--- src/rtl/imem_fetch_sequencer.sv ---
// imem_fetch_sequencer
//   Owns the program counter. It sequences reads of a combinational-read
//   instruction memory and buffers fetched words in a small FIFO. That FIFO
//   feeds decode over a valid/ready handshake. Redirects, halt and fetch
//   faults (misaligned redirect target, out-of-range PC) are handled here.
//
// Ports
//   Clk, Rst      : clock; synchronous active-low reset
//   ImemAddr      : byte address to instruction memory (always the PC)
//   ImemInstr     : memory read data for ImemAddr, same cycle
//   Redirect      : load RedirectPC and flush the FIFO
//   RedirectPC    : redirect target byte address
//   Halt          : level; suspends new fetches while high
//   InstrReady    : decode accepts the head entry this cycle
//   InstrValid    : head entry valid
//   Instr/InstrPC : head instruction word and its byte address
//   Fault         : sticky fault flag, cleared only by reset
//   dbg_state     : current FSM state (FETCH=0, HALTED=1, FAULT=2)
//
// Handshake: an entry transfers on any rising edge where InstrValid and
// InstrReady are both high. InstrValid does not depend on InstrReady.
module imem_fetch_sequencer #(
  parameter logic [31:0] RESET_PC   = 32'h0000_0000,
  parameter int          DEPTH      = 2,
  parameter int          IMEM_WORDS = 512
) (
  input  logic        Clk,
  input  logic        Rst,
  output logic [31:0] ImemAddr,
  input  logic [31:0] ImemInstr,
  input  logic        Redirect,
  input  logic [31:0] RedirectPC,
  input  logic        Halt,
  input  logic        InstrReady,
  output logic        InstrValid,
  output logic [31:0] Instr,
  output logic [31:0] InstrPC,
  output logic        Fault,
  output logic [1:0]  dbg_state
);

  typedef enum logic [1:0] {
    ST_FETCH  = 2'd0,
    ST_HALTED = 2'd1,
    ST_FAULT  = 2'd2
  } state_e;

  localparam logic [2:0]  DEPTH_C   = 3'(DEPTH);
  localparam logic [1:0]  LAST_PTR  = 2'(DEPTH - 1);
  localparam logic [29:0] WORD_LIM  = 30'(IMEM_WORDS);

  state_e      state_q, state_d;
  logic [31:0] pc_q, pc_d;
  logic [2:0]  count_q, count_d;
  logic [1:0]  head_q, head_d, tail_q, tail_d;
  // Storage is sized for the largest legal DEPTH; only entries 0..DEPTH-1 are used.
  logic [31:0] instr_buf_q [4];
  logic [31:0] instr_buf_d [4];
  logic [31:0] pc_buf_q [4];
  logic [31:0] pc_buf_d [4];
  logic [31:0] instr_q, instr_d, instr_pc_q, instr_pc_d;

  logic pop, push, flush, room, in_range;

  function automatic logic [1:0] ptr_inc(input logic [1:0] p);
    return (p == LAST_PTR) ? 2'd0 : p + 2'd1;
  endfunction

  always_comb begin
    state_d     = state_q;
    pc_d        = pc_q;
    count_d     = count_q;
    head_d      = head_q;
    tail_d      = tail_q;
    instr_buf_d = instr_buf_q;
    pc_buf_d    = pc_buf_q;
    instr_d     = instr_q;
    instr_pc_d  = instr_pc_q;
    push        = 1'b0;
    flush       = 1'b0;

    pop      = (count_q != 3'd0) && InstrReady;
    in_range = pc_q[31:2] < WORD_LIM;
    room     = (count_q < DEPTH_C) || pop;

    unique case (state_q)
      ST_FAULT: ;  // terminal: no fetch, Redirect/Halt ignored, pops still drain
      default: begin
        if (Redirect) begin
          flush = 1'b1;
          if (RedirectPC[1:0] != 2'b00) begin
            state_d = ST_FAULT;
          end else begin
            pc_d    = RedirectPC;
            state_d = ST_FETCH;
          end
        end else if (Halt) begin
          // Halt wins over the range check: no fetch is attempted, so no fault.
          state_d = ST_HALTED;
        end else if (!in_range) begin
          state_d = ST_FAULT;
        end else begin
          // Covers HALTED with Halt low too: fetch resumes in the same cycle.
          state_d = ST_FETCH;
          push    = room;
        end
      end
    endcase

    if (flush) begin
      count_d = 3'd0;
      head_d  = 2'd0;
      tail_d  = 2'd0;
    end else begin
      if (pop) head_d = ptr_inc(head_q);
      if (push) begin
        instr_buf_d[tail_q] = ImemInstr;
        pc_buf_d[tail_q]    = pc_q;
        tail_d              = ptr_inc(tail_q);
        pc_d                = pc_q + 32'd4;
      end
      count_d = count_q + {2'b00, push} - {2'b00, pop};
    end

    // Head outputs are registered so they hold their last value when the
    // FIFO empties. The newly pushed word becomes head only when the FIFO
    // is otherwise empty, which is exactly when tail_q lands on head_d.
    if (count_d != 3'd0) begin
      if (push && (tail_q == head_d)) begin
        instr_d    = ImemInstr;
        instr_pc_d = pc_q;
      end else begin
        instr_d    = instr_buf_q[head_d];
        instr_pc_d = pc_buf_q[head_d];
      end
    end
  end

  always_ff @(posedge Clk) begin
    if (!Rst) begin
      state_q    <= ST_FETCH;
      pc_q       <= RESET_PC;
      count_q    <= 3'd0;
      head_q     <= 2'd0;
      tail_q     <= 2'd0;
      instr_q    <= 32'd0;
      instr_pc_q <= 32'd0;
      for (int i = 0; i < 4; i++) begin
        instr_buf_q[i] <= 32'd0;
        pc_buf_q[i]    <= 32'd0;
      end
    end else begin
      state_q     <= state_d;
      pc_q        <= pc_d;
      count_q     <= count_d;
      head_q      <= head_d;
      tail_q      <= tail_d;
      instr_q     <= instr_d;
      instr_pc_q  <= instr_pc_d;
      instr_buf_q <= instr_buf_d;
      pc_buf_q    <= pc_buf_d;
    end
  end

  assign ImemAddr   = pc_q;
  assign InstrValid = (count_q != 3'd0);
  assign Instr      = instr_q;
  assign InstrPC    = instr_pc_q;
  assign Fault      = (state_q == ST_FAULT);
  assign dbg_state  = state_q;

endmodule
--- config.mk ---
export PLATFORM = sky130hd
export DESIGN_NAME = imem_fetch_sequencer
export DESIGN_NICKNAME = d
export VERILOG_FILES = /design/src/rtl/imem_fetch_sequencer.sv
export SDC_FILE = /design/constraint.sdc
export NUM_CORES = 1
export LEC_CHECK = 0
export BUFFER_PORTS_ARGS = -buffer_cell sky130_fd_sc_hd__buf_4
export CAP_MARGIN = 20
export CORE_UTILIZATION = 60
export DETAILED_ROUTE_END_ITERATION = 10
export PLACE_DENSITY = 0.82
export SLEW_MARGIN = 20
export SYNTH_ARGS = -nofsm -noshare
export SYNTH_HDL_FRONTEND = slang
export SYNTH_SLANG_ARGS = --single-unit
--- constraint.sdc ---
create_clock -name Clk -period 11.1 [get_ports Clk]
set_input_delay 1.11 -clock Clk [delete_from_list [all_inputs] [get_ports Clk]]
set_output_delay 1.11 -clock Clk [all_outputs]
set_load 0.03 [all_outputs]
==> flow_summary.toml <==
[sta]
finalCritPeriodShare_pct = 41.52
slew_headroom_pct = 29.99
min_period_ns = 4.608
finalMaxSlewViolations = 0
grt_setup_unrepaired = "false"
fin_skew_ns = 0.01104
tns_ns = 0
tightest_slew_ns = 1.050
whs_ns = 0.4597
fmax_ghz = 0.2170
hold_violations = 0
report.final.setup_viol = 0

[yosys]
synth_top_area_share_pct = 51.60
synthCells = 1468
synth_seq_cells = 361
synth_fa_ha_area_share_pct = 0.5003
avgSynthCellArea_um2 = 9.541
synth_simple_gate_area_share_pct = 17.91
ys_top_cells_by_area = "dfxtp_1, mux2i_1, nand3_1, o21ai_0, and3_1"
synth_area_mm2 = 0.01401
ys.flop_type = "dfxtp_1"
synthTopCellsByCount = "dfxtp_1, nand3_1, mux2i_1"
yosys.area.top_type = "dfxtp_1"
yosysSeqAreaShare_pct = 51.60
synth_most_common_cell = "dfxtp_1"
ys_types = 44
synth_compound_area_share_pct = 12.88
synth.net_count = 1542
synthArstFlopShare_pct = 0
ys_warn_count = 0
synth-xor-area-share_pct = 0.2501
synth_edf_count = 0
muxShareOfSynthArea_pct = 12.22
synth_top_family_by_area = "simple AND/OR/NAND/NOR gates"

[global_route]
busiest_layer = "met2"
grt_max_degree = 151
grtUsageMet2_pct = 43.61
met3_usage_pct = 4.399
grt_pass1_vias = 10680
grt_usage_pct = 26.45
grt_pass1_wl_um = 52370
grt_antenna_before_repair = 0
grt_overflow = 0
grt.met1_usage_pct = 35.46

[clock_network]
ctsResizeCount = 0
cts_buffers = 36
clk_pin_slew_worst_paths_ns = 0.06
root_buffer = "clkbuf_16"
clk_latency_ns = 0.52
h-tree-depth = 2
hold_buffers = 0
post-cts-setup-buffers = 0
clock_path_buffers = 3
cts_sinks = 361
cts_tree = "yes"

[critical_path]
worstPathCellList = "buf_4, nand4b_1, nor3_4, inv_2, ha_1, inv_1, ha_1, inv_1, fa_1, xnor2_1, nand3b_1, a21oi_4, buf_4, and2_1, a221o_1"
crit_arrival_ns = 5.07
critPathKind = "in2reg"
critPathLaunch = "Redirect"
cp.required_ns = 11.56
critPathMaxFanout = 45
slowest_delay_ns = 0.56
start_kind = "input pin"
r2r.worst_path.cells = 15
cp-end-kind = "flip-flop"
crit_path_top_delay_cell = "buf_4"
reg2reg_from = "ImemAddr[16]"

[outcome]
status = "complete, no violations"

[finish]
layout-drive-gt1-share_pct = 15.48
nets = 1628
areaGrowthSynthToFinish_pct = 16.36
diodes = 0
stdcell_count = 1889

[placed_design]
dp_hpwl_um = 18000
dp_cells = 1829
finalWeightedCongestion = 0.7691
portBuffers = 168

[run]
maxCapViolCount = 0

[drt]
ant_nets = 0
viasPerCell = 5.846
first_pass_iters = 5
via_count = 11040
wl_per_cell_um = 16.93
drtIter0Drc = 752
drc_errors = 0
drt-total-wl_um = 31980

[hold_path]
hold_depth = 2
hold_path_class = "reg2reg"
hold_start = "pc_buf_q[101]"

[die]
start_util_pct = 61.49
die_x_um = 154.8
pin_count = 169
die_height_um = 154.8
row_count = 55
dieArea_mm2 = 0.02396
fp.coreArea_mm2 = 0.02278

[power]
p_int_mw = 2.169
swShare_pct = 28.63
power.density_mw_per_mm2 = 186.5
p_leak_nw = 6.339
max-vdd-ir-drop_mv = 0.1660
pwr-share-seq_pct = 44.5
p_switching_mw = 0.8700
p_clk_share_pct = 37.3
combPwrFrac_pct = 18.2
[cell families after synthesis]
| group | count (synthesis) |
|---|---|
| compound gates | 289 |
| xor+xnor | 4 |
| fa+ha+maj | 5 |
| buf+inv | 144 |
| flops | 361 |
| mux | 171 |
| simple gates | 494 |
[metrics by stage]
stage	util (%)	setup WS [ns]	total power, mW	instance area (um^2)
floorplan	-	6.755	1.789	14010
global placement	66.75	6.132	1.923	15200
detailed placement	66.75	6.025	1.928	15200
CTS	71.55	6.543	3.053	16300
global route	71.55	6.143	3.156	16300
finish	71.55	6.492	3.039	16300
[state kept, by name, indices dropped and copies added, names as in the netlist]
signal	cells
head_q	2
instr_buf_q	128
count_q	3
Instr	32
dbg_state	2
ImemAddr	32
InstrPC	32
pc_buf_q	128
tail_q	2
[routing by layer]
layer / vias up / part of all wire, %
met5: - / 0
met4: 0 / 2.0
met3: 54 / 6.5
met2: 342 / 47
met1: 5231 / 45
li1: 5416 / -
[worst paths after layout]
check | to | slack (ns)
hold reg to reg | pc_buf_q[101] | 0.46
setup / recovery | Instr[28] | 6.49
hold / removal | pc_buf_q[101] | 0.46
setup reg to reg | Instr[28] | 6.50
[power groups by stage]
stage	registers [mW]	clock network, mW	logic [mW]
floorplan	1.41	0	0.380
global placement	1.38	0	0.544
detailed placement	1.38	0	0.549
CTS	1.35	1.15	0.551
global route	1.35	1.21	0.589
finish	1.35	1.13	0.553
[area by class of cell]
type,count,area (um^2)
Clock buffer,52,1042
Clock inverter,8,50.05
Fill cell,1702,6481
Inverter,11,41.29
Multi-Input combinational cell,963,6180
Sequential cell,361,7227
Tap cell,313,391.6
Timing Repair Buffer,181,1365
[critical path: cells and delay by family]
family,cells,cell delay [ns]
and+or+nand+nor,4,1.16
AOI/OAI and AO/OA,2,0.61
adders and majority gates,3,0.85
buffers and inverters,5,1.07
xor gates and xnor gates,1,0.20
[placed cells by master (no fill, tap or decap), drive strengths merged, types with 2 or more instances in the layout]
master and count:
nand4 3, a32o 21, and2 48, nand2 136
nand3 177, a21oi 34, inv 13, a221o 43
xnor2 3, clkbuf 53, and3 89, dfxtp 361
mux2i 171, or3 6, o21ai 179, nor4 6
clkinv 5, buf 180, ha 4, nor3 8
a31oi 2, nor2 17
Note: power is estimated with default switching activity, not from simulation.
